[src/rtl/fm_audio_i2s_tx.sv]
// I2S transmitter for the fmsynth stereo output. Applies a Q1.7 volume gain
// with saturation and mute, then serializes 16-bit left/right words MSB first.
module fm_audio_i2s_tx #(
  parameter int BCLK_DIV = 8
) (
  input  logic        clk,
  input  logic        reset,
  input  logic [15:0] audio_l,
  input  logic [15:0] audio_r,
  input  logic [7:0]  volume,
  input  logic        mute,
  output logic        sample_strobe,
  output logic        i2s_bclk,
  output logic        i2s_lrclk,
  output logic        i2s_data
);

  localparam int DW = $clog2(BCLK_DIV);
  localparam logic [DW-1:0] DIV_LAST = DW'(BCLK_DIV - 1);

  // Signed sample times unsigned gain; the magnitude always fits in 25 bits.
  function automatic logic signed [24:0] gain_mul(input logic [15:0] s, input logic [7:0] v);
    logic signed [24:0] a;
    logic signed [24:0] b;
    a = {{9{s[15]}}, s};
    b = {17'd0, v};
    return a * b;
  endfunction

  function automatic logic [15:0] shift_sat(input logic signed [24:0] p, input logic m);
    logic signed [24:0] q;
    q = p >>> 7;
    if (m) begin
      return 16'h0000;
    end else if (q > 25'sd32767) begin
      return 16'h7FFF;
    end else if (q < -25'sd32768) begin
      return 16'h8000;
    end else begin
      return q[15:0];
    end
  endfunction

  logic [DW-1:0]      divcnt_q, divcnt_d;
  logic [4:0]         bitcnt_q, bitcnt_d;
  logic               bclk_q, bclk_d;
  logic               lrclk_q, lrclk_d;
  logic               data_q, data_d;
  logic               strobe_q;
  logic [15:0]        l_tx_q, l_tx_d;
  logic [15:0]        r_tx_q, r_tx_d;
  logic [15:0]        cap_l_q, cap_r_q;
  logic [7:0]         cap_vol_q;
  logic               cap_mute_q;
  logic signed [24:0] prod_l_q, prod_r_q;
  logic [15:0]        gain_l_q, gain_r_q;
  logic               tick_s, fall_s, load_s, cap_s;

  // Next-state logic for the divider, bit counter and serializer.
  always_comb begin
    tick_s   = (divcnt_q == DIV_LAST);
    fall_s   = tick_s & bclk_q;
    divcnt_d = tick_s ? {DW{1'b0}} : divcnt_q + DW'(1);
    bclk_d   = tick_s ? ~bclk_q : bclk_q;
    bitcnt_d = fall_s ? bitcnt_q + 5'd1 : bitcnt_q;
    load_s   = fall_s && (bitcnt_d == 5'd0);
    cap_s    = fall_s && (bitcnt_d == 5'd30);
    l_tx_d   = load_s ? gain_l_q : l_tx_q;
    r_tx_d   = load_s ? gain_r_q : r_tx_q;
    // The word loaded at bitcnt 0 must already drive its MSB in that cycle.
    if (fall_s) begin
      lrclk_d = (bitcnt_d >= 5'd15) && (bitcnt_d <= 5'd30);
      if (bitcnt_d[4] == 1'b0) begin
        data_d = l_tx_d[4'd15 - bitcnt_d[3:0]];
      end else begin
        data_d = r_tx_d[4'd15 - bitcnt_d[3:0]];
      end
    end else begin
      lrclk_d = lrclk_q;
      data_d  = data_q;
    end
  end

  // State registers, capture stage and the two-cycle gain pipeline.
  always_ff @(posedge clk) begin
    if (!reset) begin
      divcnt_q   <= {DW{1'b0}};
      bitcnt_q   <= 5'd31;
      bclk_q     <= 1'b0;
      lrclk_q    <= 1'b0;
      data_q     <= 1'b0;
      strobe_q   <= 1'b0;
      l_tx_q     <= 16'h0000;
      r_tx_q     <= 16'h0000;
      cap_l_q    <= 16'h0000;
      cap_r_q    <= 16'h0000;
      cap_vol_q  <= 8'h00;
      cap_mute_q <= 1'b0;
      prod_l_q   <= 25'sd0;
      prod_r_q   <= 25'sd0;
      gain_l_q   <= 16'h0000;
      gain_r_q   <= 16'h0000;
    end else begin
      divcnt_q <= divcnt_d;
      bitcnt_q <= bitcnt_d;
      bclk_q   <= bclk_d;
      lrclk_q  <= lrclk_d;
      data_q   <= data_d;
      strobe_q <= cap_s;
      l_tx_q   <= l_tx_d;
      r_tx_q   <= r_tx_d;
      if (cap_s) begin
        cap_l_q    <= audio_l;
        cap_r_q    <= audio_r;
        cap_vol_q  <= volume;
        cap_mute_q <= mute;
      end else begin
        cap_l_q    <= cap_l_q;
        cap_r_q    <= cap_r_q;
        cap_vol_q  <= cap_vol_q;
        cap_mute_q <= cap_mute_q;
      end
      prod_l_q <= gain_mul(cap_l_q, cap_vol_q);
      prod_r_q <= gain_mul(cap_r_q, cap_vol_q);
      gain_l_q <= shift_sat(prod_l_q, cap_mute_q);
      gain_r_q <= shift_sat(prod_r_q, cap_mute_q);
    end
  end

  assign sample_strobe = strobe_q;
  assign i2s_bclk      = bclk_q;
  assign i2s_lrclk     = lrclk_q;
  assign i2s_data      = data_q;

endmodule

[config.mk]
export PLATFORM = sky130hd
export DESIGN_NAME = fm_audio_i2s_tx
export DESIGN_NICKNAME = d
export VERILOG_FILES = /design/src/rtl/fm_audio_i2s_tx.sv
export SDC_FILE = /design/constraint.sdc
export NUM_CORES = 1
export LEC_CHECK = 0
export CAP_MARGIN = 20
export CORE_MARGIN = 2
export CORE_UTILIZATION = 45
export DETAILED_ROUTE_END_ITERATION = 6
export SYNTH_ARGS = -nofsm -noshare
export SYNTH_HDL_FRONTEND = slang
export SYNTH_SLANG_ARGS = --single-unit
export TNS_END_PERCENT = 30
[constraint.sdc]
create_clock -name clk -period 4.8 [get_ports clk]
set_clock_uncertainty 0.05 [all_clocks]
set_input_delay 0.72 -clock clk [delete_from_list [all_inputs] [get_ports clk]]
set_output_delay 0.72 -clock clk [all_outputs]
set_load 0.01 [all_outputs]
### After elaboration in Yosys (flattened, before gate mapping)

Index checks and enable logic that the tools add are counted.

* register bits: 167
* latch bits: 0
* memory bits (writable): 0
* ROM bits: 0
* output and inout bits: 4
* word-level logic and storage cells: 55
* memories kept: 0

* add/subtract/negate cells: 3
* multiply operators: 2
* divide/modulo/power cells: 0
* magnitude comparators: 7
* equal/unequal tests: 2
* shift operators: 0
* muxes and demuxes: 12
* bitwise logic cells: 3
* reduce and logical (&&, ||, !) cells: 8

Operators with widths (count)
* $mux W16: 4
* $mul A16 B9 Y25: 2
* $gt A18 B16 Y1 const B: 2
* $lt A18 B16 Y1 const B: 2
* $mux W15: 2
* $bmux W1 S4: 2
* $reduce_or A3 Y1: 2
* $add A5 B1 Y5 const B: 1
* $eq A5 B5 Y1 const B: 1
* $ge A5 B4 Y1 const B: 1
* $le A5 B5 Y1 const B: 1
* $logic_not A5 Y1: 1
* $lt A4 B5 Y1 const B: 1
* $mux W5: 1
* $reduce_or A2 Y1: 2
* $sub A4 B4 Y4 const A: 1
* $add A3 B1 Y3 const B: 1
* $eq A3 B3 Y1 const B: 1
* $logic_and A1 B1 Y1: 3
* $mux W1: 3
* $not A1 Y1: 2
* $and A1 B1 Y1: 1

### Longest topological paths before layout

Gate-level depths: netlist of the first run.

* depth after elaboration: 9
* depth in mapped cells: 19

### Least setup slack after synthesis of the first run

OpenSTA, ideal clock, no wires.

* path kind: flip-flop to flip-flop
* start: register cap_vol_q[0]
* end: register prod_l_q[24]
* arrival: 4.898 ns
* required time: 4.622 ns
* slack: -0.276 ns
* stages on the path, launching flop included: 20
* path buffers: 2
* clock period less this slack: 5.076 ns
* cell sequence: dfxtp_1 -> clkbuf_1 -> buf_1 -> nand2_1 -> fa_1 -> inv_1 -> fa_1 -> fa_1 -> inv_1 -> fa_1 -> inv_1 -> ha_1 -> a2111o_1 -> or2_2 -> o211ai_1 -> a21o_1 -> a31oi_1 -> o41ai_1 -> xnor2_1 -> nor2_1

* cells in the longest elaborated chain, start to end: 1

Ends and longest elaborated chain
* from (decl): line 53 `logic [7:0] cap_vol_q;`
* from (signal assigned): line 115 `cap_vol_q <= volume;`
* from (signal assigned): line 120 `cap_vol_q <= cap_vol_q;`
* $mul A16 B9 Y25: line 27 `return a * b;`
* to (signal assigned): line 123 `prod_l_q <= gain_mul(cap_l_q, cap_vol_q);`
* to (decl): line 55 `logic signed [24:0] prod_l_q, prod_r_q;`

Every way passes these cells.
A chain may end at the register's enable or synchronous reset.

### Worst setup path in the final report of the first run

* start: register cap_vol_q[0]
* end: register prod_r_q[24]

* cells in the longest elaborated chain, start to end: 1

Ends and longest elaborated chain
* $mul A16 B9 Y25: line 27
* to (signal assigned): line 124 `prod_r_q <= gain_mul(cap_r_q, cap_vol_q);`
* to (decl): line 55

Every way passes these cells.

==> reports/summary.txt, run 1 <==
Status -> finished, final reports clean
Register area share after synthesis -> 21.9%
XOR/XNOR Fraction of Synth Area -> 2.31%
Skew-Pair Late Insertion Delay -> 440 ps
Mux cell area share after synthesis -> 3.07%
Layout Nets -> 2030
Setup CP Type -> reg2reg
Area leader, netlist -> fa_1
Worst slack, placed -> -210 ps
Final Wtd Congestion -> 0.866
Leak pwr -> 8.32 nW
CP max stage delay -> 570 ps
Placement Cell Area -> 15500 sq um
Most common cell on crit path -> fa_1
Total GRT Usage -> 19.8%
Die Y -> 180 um
Crit path buffers/inverters -> 6
PD cells -> 158 nW/um^2
CP arrival -> 5070 ps
Synth cell count leaders -> inv_1, nand2_1, fa_1, dfxtp_1, and2_1
RSZ-0062 raised after global routing -> yes
DR iter-0 viols -> 489
# IOs -> 47
Routed Antenna Nets -> 0
Vias in the first global route -> 10300
Min Hold Slack -> 378 ps
Wirelength per Cell -> 15.3 um
FF-to-FF path depth -> 20
Critical path startpoint category -> flop
Clk slew on worst S/H paths -> 80 ps
CTS sink cnt -> 153
Finished Cell Area -> 17000 sq um
Worst hold-check path type -> reg2reg
Final Cycle Share -> 99.8%
Async set or reset register ratio after synthesis -> 0%
Number of flops mapped to enable cells by yosys -> 0
Sequential cell area -> 3090 sq um
Gr ovfl total -> 0
Largest net degree at the start of global routing -> 70
Syn nets -> 1901
Critical Path Fanout Max -> 5
Starting density of the core -> 45.8%
Chip width -> 180 um
CP endpoint kind -> flop
Mapped Cells -> 1561
Slowest CP cell -> fa_1
Mapped Area -> 14000 sq um
Slew Limit Fails -> 0
Dpl hpwl -> 24400 um
Mapped Avg Cell Area -> 8.97 sq um
Cell Count, Final, Fillers Out -> 2098
CTS Hold Bufs -> 0
Slew at the pin with the worst max-slew slack -> 1080 ps
Root Buffer -> clkbuf_16
WP depth -> 20
Max Clk Rate -> 0.209 GHz
Global-route wire length before repair -> 52400 um
Layout area overhead -> 21.3%
Post-Synth Adder-Cell Area -> 37.4%
CP delay by family, top -> adder cells
Worst Path Required -> 5080 ps
Multi-input gate area -> 9940 sq um
Total chip power -> 2.68 mW
Die area -> 32500 sq um
Vias per Instance -> 4.83
Post-Route WL -> 32000 um
TritonCTS Buffers -> 17
# rows -> 64
Most numerous cell in the Yosys netlist -> inv_1
Synth Register Bits -> 153
Via count -> 10100
Total number of yosys warnings -> 0
Setup WS post-layout -> 10.0 ps
Fill count -> 2766
Synth Flop Type -> dfxtp_1
Finished Core Util -> 55.5%
Antenna cells -> 0
Simple-Gate Fraction of Synth Area -> 17.9%
Max_slew headroom -> 27.8%
Fraction of layout cells with a size suffix above 1 -> 16.0%
CTS tree -> done
Port Buffer Count -> 46
WHS Path Cells -> 1
Initial antenna violation count -> 0
Top post-synthesis cells by area -> fa_1, dfxtp_1, ha_1, inv_1, and2_1
Crit path cell chain -> buf_6 > buf_6 > buf_4 > nand2_2 > fa_1 > inv_2 > fa_1 > ha_1 > inv_1 > fa_1 > inv_1 > ha_1 > and4b_2 > a211oi_4 > nor3_2 > o21ai_2 > a21oi_2 > nor3_2 > a21oi_2 > mux2_4
Tmin final -> 4790 ps
Synth cell types -> 61
Setup TNS Final -> 0 ps
Final hold violations -> 0
Synth Area in Compound Gates -> 7.43%
Largest family of logic cells by synthesized area -> adder cells
Drt pass-1 iters -> 5
VDD IR max -> 0.172 mV
Remaining DRCs -> 0
# H-tree levels -> 4
Setup violators final -> 0
Max cap viols -> 0
Area share of the largest cell type after synthesis -> 28.9%
Inst Count DP -> 2032
Area of the core -> 30600 sq um
Clock tree buffer depth -> 2
-- worst reg2reg max path: cells and delay by family (launching register included) --
kind | cells | cell delay, ps
flip-flops | 1 | 350
multiplexers | 1 | 290
AO/OA/AOI/OAI | 4 | 700
buffers and inverters | 6 | 470
adder cells (fa/ha/maj) | 5 | 2120
AND/OR/NAND/NOR | 4 | 690
-- metal layers --
layer / routed length [um] / part of all wire (%) / vias up / GRT usage [%]
li1: - / - / 5038 / -
met1: 15800 / 49 / 4889 / 29.5
met2: 14600 / 45 / 193 / 30.7
met3: 1320 / 4.1 / 20 / 2.73
met4: 333 / 1.0 / 0 / 4.19
met5: 0 / 0 / - / 0
-- where the power goes --
part	switching (mW)	leakage [nW]	internal [mW]	total (mW)
combinational	0.0287	6.80	0.0351	0.0638
sequential	0.000952	1.24	1.27	1.27
clock	0.609	0.278	0.741	1.35
total	0.639	8.32	2.04	2.68
-- repair_timing --
action | CTS | global route
gates resized for setup | 47 | 79
pin swaps | 29 | 94
gates cloned | 4 | 2
endpoints found under the setup margin | 13 | 22
setup buffers | 13 | 15
-- layout make-up --
type / instances / area share [%]
Multi-Input combinational cell: 1046 / 58.5
Sequential cell: 153 / 18.2
Timing Repair Buffer: 182 / 10.5
Inverter: 290 / 6.42
Tap cell: 396 / 2.92
Clock buffer: 18 / 2.59
Clock inverter: 13 / 0.788
-- state kept, by name, indices dropped and copies added, names as in the netlist, 3 cells and up --
| register | flops |
|---|---|
| prod_r_q | 18 |
| cap_vol_q | 8 |
| cap_l_q | 16 |
| prod_l_q | 18 |
| bitcnt_q | 5 |
| divcnt_q | 3 |
| cap_r_q | 16 |
| gain_l_q | 16 |
| l_tx_q | 16 |
| r_tx_q | 16 |
| gain_r_q | 16 |
-- cell usage in the layout (no fill, tap or decap), types with 5 or more instances in the layout --
cell / instances
a21o_1: 10
a21oi_1: 56
a21oi_2: 8
and2_1: 140
and2_4: 9
buf_12: 12
buf_4: 112
clkbuf_16: 19
clkdlybuf4s50_1: 46
dfxtp_1: 140
dfxtp_2: 7
dfxtp_4: 6
fa_1: 197
fa_2: 5
ha_1: 80
ha_4: 13
inv_1: 278
inv_2: 11
inv_6: 5
mux2i_1: 37
nand2_1: 202
nand2_2: 9
nand3_1: 9
nor2_1: 81
nor3_1: 18
o211ai_1: 6
o21a_1: 37
o21ai_0: 9
xnor2_1: 21
xor2_1: 16
-- kinds of logic after synthesis --
group                    Yosys count
AO/OA/AOI/OAI                    160
multiplexers                      41
adder cells (fa/ha/maj)          297
buffers and inverters            362
XOR/XNOR                          37
flip-flops                       153
AND/OR/NAND/NOR                  511
-- final timing paths --
| kind | startpoint | endpoint | slack [ps] |
|---|---|---|---|
| hold reg to reg | divcnt_q[0] | divcnt_q[0] | 380 |
| setup reg to reg | cap_vol_q[0] | prod_r_q[24] | 10 |
| hold / removal | divcnt_q[0] | divcnt_q[0] | 380 |
| setup / recovery | cap_vol_q[0] | prod_r_q[24] | 10 |
Note: power is estimated with default switching activity, not from simulation.
==> run 2: changes to the inputs <==
--- a/config.mk
+++ b/config.mk
@@ -5,6 +5,7 @@
 export SDC_FILE = /design/constraint.sdc
 export NUM_CORES = 1
 export LEC_CHECK = 0
+export ABC_AREA = 1
 export CAP_MARGIN = 20
 export CORE_MARGIN = 2
 export CORE_UTILIZATION = 45
==> run 2 against run 1 <==
- hold slack got worse by 5.3 ps
- clock power barely moved
- routed wire length rose by 5.9%
- utilization fell by 4.9 points
- critical path depth fell by 1
- first-iteration DRC count rose by 31%
- total power rose by 1.4%
- count of clock-buffer cells in the layout did not move
- global-route usage rose by 0.32 points
- final cell count rose by 21%
- worst setup slack improved by 150 ps
- sequential power barely moved
==> reports/summary.txt, run 2 <==
RR Startpoint -> cap_vol_q[2]
Max_slew headroom -> 31.2%
Mapped Area -> 15100 sq um
CP arrival -> 4930 ps
Register area share after synthesis -> 20.3%
Drt pass-1 iters -> 5
CTS tree -> done
Syn nets -> 2400
Global-route wire length before repair -> 57800 um
Die Y -> 187 um
GR Util met3 -> 2.93%
Tmin final -> 4640 ps
Total number of yosys warnings -> 0
Synth cell count leaders -> inv_1, nand2_1, nor2_1, fa_1, dfxtp_1
FF-to-FF path depth -> 19
Top post-synthesis cells by area -> fa_1, dfxtp_1, inv_1, nand2_1, ha_1
Dpl hpwl -> 26500 um
PD cells -> 161 nW/um^2
Hold path start -> divcnt_q[0]
DR iter-0 viols -> 642
Via count -> 11900
Slowest CP cell -> fa_1
Multi-input gate area -> 9710 sq um
Async set or reset register ratio after synthesis -> 0%
Finished Core Util -> 50.7%
Antenna cells -> 0
M2 GR Usage -> 32.4%
Worst hold-check path type -> reg2reg
Chip width -> 187 um
Initial antenna violation count -> 0
CP endpoint kind -> flop
Post-CTS Setup Repair Bufs -> 0
Status -> finished, final reports clean
Total GRT Usage -> 20.1%
Fraction of layout cells with a size suffix above 1 -> 6.32%
FF-to-FF setup slack -> 160 ps
Inst Count DP -> 2500
Setup TNS Final -> 0 ps
Max cap viols -> 0
Most common cell after layout, fill and taps aside -> inv_1
Largest net degree at the start of global routing -> 76
TritonCTS Buffers -> 17
WHS Path Cells -> 1
VDD IR max -> 0.237 mV
Synth Flop Type -> dfxtp_1
Remaining DRCs -> 0
GR Util met1 -> 28.7%
Grt peak-use layer -> met2
Port Buffer Count -> 46
CP max stage delay -> 590 ps
Mapped Avg Cell Area -> 7.31 sq um
Layout area overhead -> 11.9%
Leak pwr -> 9.45 nW
Synth Register Bits -> 153
Setup violators final -> 0
RSZ-0062 raised after global routing -> yes
Worst Path Required -> 5080 ps
Most frequent cells in the layout -> inv_1, nand2_1, nor2_1
Sequential cell area -> 3080 sq um
Crit path cell chain -> buf_12 > nand2_1 > fa_1 > inv_1 > buf_4 > fa_1 > inv_1 > fa_1 > fa_1 > inv_1 > ha_1 > nand2_1 > inv_1 > a21oi_1 > o21ai_0 > a21oi_1 > nand3_1 > nand2_1 > nor2_1
Clock tree buffer depth -> 2
# rows -> 67
Max Clk Rate -> 0.215 GHz
Top flop regs -> prod_l_q: 18 flops, prod_r_q: 18 flops
Cell Count, Final, Fillers Out -> 2536
Layout Nets -> 2415
Fill count -> 3278
Synth cell types -> 44
Post-Route WL -> 33900 um
Final Cycle Share -> 96.7%
Slew at the pin with the worst max-slew slack -> 1030 ps
Vias per Instance -> 4.71
Slew Limit Fails -> 0
R2R Path End -> prod_l_q[24]
Setup CP Type -> reg2reg
Die area -> 35000 sq um
CP delay by family, top -> adder cells
Total chip power -> 2.72 mW
CTS Hold Bufs -> 0
Starting density of the core -> 45.3%
Wirelength per Cell -> 13.4 um
CTS sink cnt -> 153
Area leader, netlist -> fa_1
Clk slew on worst S/H paths -> 70 ps
Mapped Cells -> 2060
Gr ovfl total -> 0
Critical path startpoint category -> flop
Min Hold Slack -> 372 ps
Final Wtd Congestion -> 0.868
Area of the core -> 33300 sq um
# H-tree levels -> 4
Routed Antenna Nets -> 0
# IOs -> 47
Most numerous cell in the Yosys netlist -> inv_1
Final hold violations -> 0
Root Buffer -> clkbuf_16
Number of flops mapped to enable cells by yosys -> 0
Skew-Pair Late Insertion Delay -> 440 ps
Critical Path Fanout Max -> 22
WHS Endpoint -> divcnt_q[0]
Crit path buffers/inverters -> 6
Vias in the first global route -> 12200
Area share of the largest cell type after synthesis -> 26.8%
[run 2: cell count changes in the layout (fill, tap and decap cells not counted), moves of 15 or more]
cell	delta
inv_1	+240
nand2_1	+206
nor2_1	+152
and2_1	-139
buf_4	-76
o21ai_0	+69
nand3_1	+51
mux2i_1	-37
a21oi_1	+28
o21a_1	-27
nand3b_1	+23
xor2_1	-15
[run 2: metrics by stage]
step,setup WS (ps),instance area (sq um)
2_1_floorplan,145,15100
3_3_place_gp,67.3,16100
3_5_place_dp,81.1,16100
4_1_cts,48.4,16700
5_1_grt,-94.6,16900
6_report,158,16900
[run 2: final cells by class]
cell class	count	area share, %
Multi-Input combinational cell	1287	57.6
Inverter	523	11.6
Clock buffer	18	2.60
Timing Repair Buffer	93	5.64
Clock inverter	14	0.913
Sequential cell	153	18.3
Tap cell	448	3.32
[run 2: what timing repair did]
item                                    4_1_cts  5_1_grt
gates resized for setup                       0       36
endpoints found under the setup margin        0       20
endpoints found under the hold margin         0        0
[run 2: logic make-up (layout without fill, tap and decap cells)]
| family | after synthesis | in the layout | share of synthesized area (%) |
|---|---|---|---|
| buffers and inverters | 620 | 648 | 15.8 |
| adder cells (fa/ha/maj) | 297 | 297 | 34.7 |
| AO/OA/AOI/OAI | 213 | 213 | 7.64 |
| XOR/XNOR | 10 | 10 | 0.581 |
| flip-flops | 153 | 153 | 20.3 |
| AND/OR/NAND/NOR | 767 | 767 | 21.0 |
[run 2: worst max-delay path by stage]
stage            startpoint            to  slack, ps  cells after the start
5_1_grt        cap_vol_q[0]  prod_l_q[22]        -90                     19
2_1_floorplan  cap_vol_q[0]  prod_l_q[21]        140                     21
6_report       cap_vol_q[2]  prod_l_q[24]        160                     19
3_3_place_gp   cap_vol_q[2]  prod_l_q[24]         70                     17
3_5_place_dp   cap_vol_q[2]  prod_r_q[24]         80                     17
4_1_cts        cap_vol_q[2]  prod_r_q[24]         50                     17
[run 2: worst register-to-register path, cell delays in order, from the launching register on]
cell	delay [ps]
dfxtp_4	410
buf_12	170
nand2_1	100
fa_1	590
inv_1	80
buf_4	160
fa_1	500
inv_1	50
fa_1	490
fa_1	500
inv_1	40
ha_1	360
nand2_1	160
inv_1	80
a21oi_1	250
o21ai_0	160
a21oi_1	170
nand3_1	90
nand2_1	80
nor2_1	40
[run 2: metal layers]
metal	part of all wire (%)	up-vias
met5	0	-
met4	1.3	0
met3	4.1	32
met2	44	241
met1	50	5590
li1	-	6085
[run 2: power breakdown]
| part | internal [mW] | total (mW) | switching, mW |
|---|---|---|---|
| logic | 0.0356 | 0.0660 | 0.0304 |
| registers | 1.27 | 1.27 | 0.000956 |
| clock network | 0.752 | 1.38 | 0.631 |
| total | 2.06 | 2.72 | 0.662 |
==> run 3: changes to the inputs <==
--- a/config.mk
+++ b/config.mk
@@ -10,6 +10,7 @@
 export CORE_MARGIN = 2
 export CORE_UTILIZATION = 45
 export DETAILED_ROUTE_END_ITERATION = 6
+export PLACE_DENSITY = 0.73
 export SYNTH_ARGS = -nofsm -noshare
 export SYNTH_HDL_FRONTEND = slang
 export SYNTH_SLANG_ARGS = --single-unit
==> run 3 against run 2 <==
- flip-flop and latch count unchanged
- first-iteration DRC count up 22%
- non-clock buffer count down 7
- worst setup slack better by 120 ps
- total power up 3.0%
- utilization down 0.12 points
- clock power up 7%
- global-route usage down 0.66 points
- final area down 0.24%
- via count up 2.2%
- die area unchanged
- critical path type unchanged
==> reports/summary.txt, run 3 (synthesis results as in run 2) <==
Gr ovfl total -> 0
TritonCTS Buffers -> 17
RR Startpoint -> cap_vol_q[3]
Max cap viols -> 0
# rows -> 67
WHS Path Cells -> 1
Met3 WL post-DR -> 1640 um
Sequential power share -> 45.3%
Finished Core Util -> 50.5%
CTS tree -> done
# H-tree levels -> 4
Post-CTS Setup Repair Bufs -> 0
Layout area overhead -> 11.6%
Clk slew on worst S/H paths -> 70 ps
Min Hold Slack -> 375 ps
# IOs -> 47
Initial antenna violation count -> 0
Slew at the pin with the worst max-slew slack -> 987 ps
Routed met2 length -> 15100 um
Most frequent cells in the layout -> inv_1, nand2_1, nor2_1
Chip width -> 187 um
Setup violators final -> 0
Worst setup startpoint -> cap_vol_q[3]
Area of the core -> 33300 sq um
Layout Nets -> 2408
Most common cell after layout, fill and taps aside -> inv_1
Hold path start -> divcnt_q[0]
Leak pwr -> 9.44 nW
Starting density of the core -> 45.3%
Tmin final -> 4520 ps
Final Cycle Share -> 94.2%
Net Sw Frac -> 23.3%
VDD IR max -> 0.162 mV
Die Y -> 187 um
Routed Antenna Nets -> 0
Pint -> 2.15 mW
Remaining DRCs -> 0
Via count -> 12200
Max Clk Rate -> 0.221 GHz
Clk pwr share -> 52.3%
Wirelength per Cell -> 13.0 um
Global-route wire length before repair -> 56900 um
Largest net degree at the start of global routing -> 76
FF-to-FF setup slack -> 280 ps
Dpl hpwl -> 25400 um
R2R Path End -> prod_l_q[24]
Fraction of layout cells with a size suffix above 1 -> 6.15%
WHS Endpoint -> divcnt_q[0]
Switching power -> 653 uW
Post-Route WL -> 32900 um
DR iter-0 viols -> 782
Root Buffer -> clkbuf_16
Antenna cells -> 0
CP arrival -> 4790 ps
Top flop regs -> prod_l_q: 18 flops, prod_r_q: 18 flops
Skew-Pair Late Insertion Delay -> 440 ps
Highest layer used for signal routing -> met4
Total chip power -> 2.80 mW
Clock tree buffer depth -> 2
Final hold violations -> 0
Port Buffer Count -> 46
Setup TNS Final -> 0 ps
Worst Path Required -> 5070 ps
Critical path startpoint category -> flop
Setup WS post-layout -> 281 ps
Total GRT Usage -> 19.5%
CTS sink cnt -> 153
Final Wtd Congestion -> 0.875
Drt pass-1 iters -> 5
Logic pwr share -> 2.3%
Die area -> 35000 sq um
Slew Limit Fails -> 0
Vias per Instance -> 4.83
Status -> finished, final reports clean
Vias in the first global route -> 12300
Critical Path Fanout Max -> 10
Max_slew headroom -> 34.0%
CP endpoint kind -> flop
Worst slack, placed -> 11.0 ps
PD cells -> 167 nW/um^2
M1 WL -> 15600 um
Setup CP Type -> reg2reg
Fill count -> 3132
Worst hold-check path type -> reg2reg
FF-to-FF path depth -> 19
==> run 3: cell types whose count changed in the layout (fill, tap and decap cells not counted), moves of 2 or more <==
cell	before	now
inv_2	4	2
dfxtp_2	11	13
buf_6	0	2
dfxtp_1	141	138
bufinv_16	1	3
inv_1	518	520
fa_2	4	1
buf_12	8	3
fa_1	198	201
buf_4	36	32
==> run 3: power by group through the flow <==
stage	logic, mW	registers, mW	clock network, mW
5_1_grt	0.0711	1.27	1.54
6_report	0.0652	1.27	1.47
4_1_cts	0.0653	1.27	1.48
3_3_place_gp	0.0640	1.30	0
2_1_floorplan	0.0231	1.30	0
3_5_place_dp	0.0653	1.30	0
==> run 3: how the worst max path moves through the flow <==
stage | to | cells after the start | slack, ps
after floorplan | prod_l_q[21] | 21 | 140
after global routing | prod_l_q[19] | 19 | -50
after CTS | prod_l_q[21] | 20 | 40
after detailed placement | prod_l_q[24] | 19 | 10
after global placement | prod_l_q[24] | 19 | 20
final | prod_l_q[24] | 19 | 280
==> run 3: repair_timing <==
action                                  in CTS  in global routing
pin swaps                                    0                  1
resized for setup                            1                 45
hold buffers                                 0                  0
gates cloned                                 0                  2
endpoints found under the hold margin        0                  0
endpoints found under the setup margin       1                 22
==> run 3: layout make-up <==
| class | count | area [sq um] | share of cell area (%) |
|---|---|---|---|
| multi-input combinational | 1287 | 9740 | 57.9 |
| sequential | 153 | 3090 | 18.3 |
| inverter | 523 | 1960 | 11.7 |
| timing repair buffer | 86 | 843 | 5.01 |
| tap | 448 | 561 | 3.33 |
| clock buffer | 18 | 429 | 2.55 |
| clock inverter | 14 | 201 | 1.20 |
==> run 3: routing by layer <==
layer,global-route usage (%),up-vias
met1,27.0,5756
met4,5.28,0
li1,-,6068
met3,3.11,44
met2,31.7,339
met5,0,-
==> run 3: per-stage QoR <==
step,instances,area (sq um)
2_1_floorplan,2060,15100
3_3_place_gp,2493,16000
3_5_place_dp,2493,16000
4_1_cts,2525,16600
5_1_grt,2529,16800
6_report,2529,16800
==> run 3: critical path, cell delays in order (launching register included) <==
cell and delay, ps:
dfxtp_4 400, buf_6 160, nand2_1 140, inv_1 70
fa_1 570, inv_1 120, fa_1 540, inv_1 60
fa_1 520, inv_1 50, fa_1 530, inv_1 40
ha_2 370, nand2_1 90, nor3_1 130, inv_1 80
nor3_2 150, nand3_1 130, a21oi_1 160, nor2_1 60
==> RTL change, RTL diff (flow settings as in run 3) <==
Register the output `sample_strobe` once more, without a reset; this adds one clock of latency there. The other outputs are not delayed to match.
--- a/src/rtl/fm_audio_i2s_tx.sv
+++ b/src/rtl/fm_audio_i2s_tx.sv
@@ -129,3 +129,5 @@
 
-  assign sample_strobe = strobe_q;
+  always_ff @(posedge clk) begin
+    sample_strobe <= strobe_q;
+  end
   assign i2s_bclk      = bclk_q;
Function: no difference found for any inputs over 10 cycles, from zero or initial values and one cycle with reset low; that may be too few to reach the edited logic, so the function may still have changed.
==> RTL change against run 3 <==
Sequential cell count is 1 higher. Non-clock buffer count is 2 higher. Cell area is 0.37% lower. Critical path depth is 3 lower. Synthesized cell count hardly changed. Clock power is 12% lower. Power is 5.9% lower. Area after synthesis is 0.13% higher. Wire length is 0.95% higher. Hold slack worse by 0.096 ns. Worst setup slack worse by 0.069 ns. Count of clock-buffer cells in the layout is 1 lower. Global-route usage hardly changed. Critical path type unchanged.
==> RTL change: results (changes against run 3) <==
* Ys Warns: 0 (unchanged)
* Sequential share of the synthesized area: 20.43% (+0.11 points)
- The number of inserted filler cells in the final layout came to 3136 (+0.13%).
- Sorting the synthesized cells by area gives the leading types as sky130_fd_sc_hd__fa_1 27%, sky130_fd_sc_hd__dfxtp_1 20%, sky130_fd_sc_hd__inv_1 13%.
- Commonest cells in the synthesized netlist: 520 x sky130_fd_sc_hd__inv_1, 408 x sky130_fd_sc_hd__nand2_1, 234 x sky130_fd_sc_hd__nor2_1
- Hold WC Path Type: flop to flop
* Largest fanout on the critical path: 9 (-1)
- Met1 track utilization from global routing: 27.01% (+0.052 points)
- The number of cells upsized or downsized after cts is 0 (-1).
- The number of antenna violations at the first check in global routing was 0 (unchanged).
* Instance area after placement: 16020 µm² (+0.22%)
- Worst slew pin tran: 1.027 ns (+0.04050 ns)
- Routed via count: 12092 (-0.94%)
- Net count after synthesis: 2401 (+0.042%)
- The per-cell via count in the routed design is 4.778 (-1.0%).
- Clock-pin slew on the worst setup and hold paths: 0.07 ns (about the same)
- For the worst-skew pair, the clock arrives at the later sink with an insertion delay of 0.43 ns.
* Met3 track utilization from global routing: 2.964% (-0.15 points)
* Largest stage delay on the critical path: 0.60 ns (+0.03 ns)
- The post-CTS setup buffer count is 0 (unchanged).
* Wire length of the first global-routing pass: 56.85 mm (about the same)
- The placer's final routability congestion estimate was 0.8754 (about the same).
- The per-cell routed wire length is 13.11 µm (+0.87%).
* Detailed Route Iter0 Violations: 801 (+2.4%)
- Critical Path AT: 4.91 ns (+0.12 ns)
- Number of placed instances with taps included: 2496 (+0.12%)
- The layout cell share with drive strength beyond 1 came to 6.289% (+0.14 points).
- CTS placed an instance of sky130_fd_sc_hd__clkbuf_16 at the clock tree root.
* Average cell area after synthesis: 7.321 µm² (about the same)
- The total routing resource utilization after global routing is 19.46% (about the same).
- Status: finished clean
* FFs w/ async S/R, synth: 0% (unchanged)
- The number of H-tree branching levels was 4 (unchanged).
- Top flop regs: prod_l_q (18), prod_r_q (18)
- The half-perimeter wire length after detailed placement is 25.75 mm (+1.6%).
- The leakage power came to 9.401 nW (-0.46%).
- The detailed-router iteration count before antenna repair was 6 (+1).
- The maximum resistive drop on vdd is 0.1816 mV (+12%).
* Maximum count of clock buffers along a single path: 2 (unchanged)
- GR Util met2: 31.90% (+0.20 points)
-- RTL change: worst max-delay path, delay by kind of cell (launching register included) --
| kind | cells | cell delay (ns) |
|---|---|---|
| and+or+nand+nor | 8 | 1.15 |
| adders and majority gates | 5 | 2.61 |
| DFF | 1 | 0.49 |
| buffers and inverters | 3 | 0.23 |
-- RTL change: stage by stage --
| stage | hold WS (ns) | setup WS [ns] | total power [mW] | util (%) |
|---|---|---|---|---|
| after floorplan | 0.2596 | 0.1448 | 1.332 | - |
| after detailed placement | 0.2682 | 0.06985 | 1.375 | 48.14 |
| final | 0.2797 | 0.2118 | 2.638 | 50.36 |
| after CTS | 0.2805 | 0.06229 | 2.658 | 49.80 |
| after global placement | 0.2698 | 0.1423 | 1.374 | 48.14 |
| after global routing | 0.2855 | -0.04012 | 2.721 | 50.36 |
-- RTL change: metal layers --
metal  vias up  wire, µm
met5         -         0
met4         0       518
met3        51      1836
met2       363     15370
met1      5599     15460
li1       6079         -
-- RTL change: layout make-up --
class                           instances  area share [%]
Clock buffer                           17           2.538
Sequential cell                       154           18.54
Multi-Input combinational cell       1287           57.98
Clock inverter                         14          0.7689
Tap cell                              448           3.345
Inverter                              523           11.71
Timing Repair Buffer                   88           5.121
-- RTL change: worst paths after layout --
check,end,slack (ns),depth (start not counted),startpoint
max reg2reg,prod_r_q[24],0.21,16,cap_r_q[15]
min,sample_strobe,0.28,0,strobe_q
min reg2reg,sample_strobe,0.28,0,strobe_q
max,prod_r_q[24],0.21,16,cap_r_q[15]
-- RTL change: logic make-up after synthesis --
logic type | count (synthesis) | synth area share (%)
AO/OA/AOI/OAI | 213 | 7.629
XOR/XNOR | 10 | 0.5805
adder cells (fa/ha/maj) | 297 | 34.68
buffers and inverters | 620 | 15.75
flip-flops | 154 | 20.43
AND/OR/NAND/NOR | 767 | 20.93
-- RTL change: power breakdown --
group          leakage (nW)  internal, mW  switching, mW  total (mW)
Combinational          7.88        0.0352         0.0297      0.0648
Sequential             1.25          1.28        0.00103        1.28
Clock                 0.274         0.681          0.612        1.29
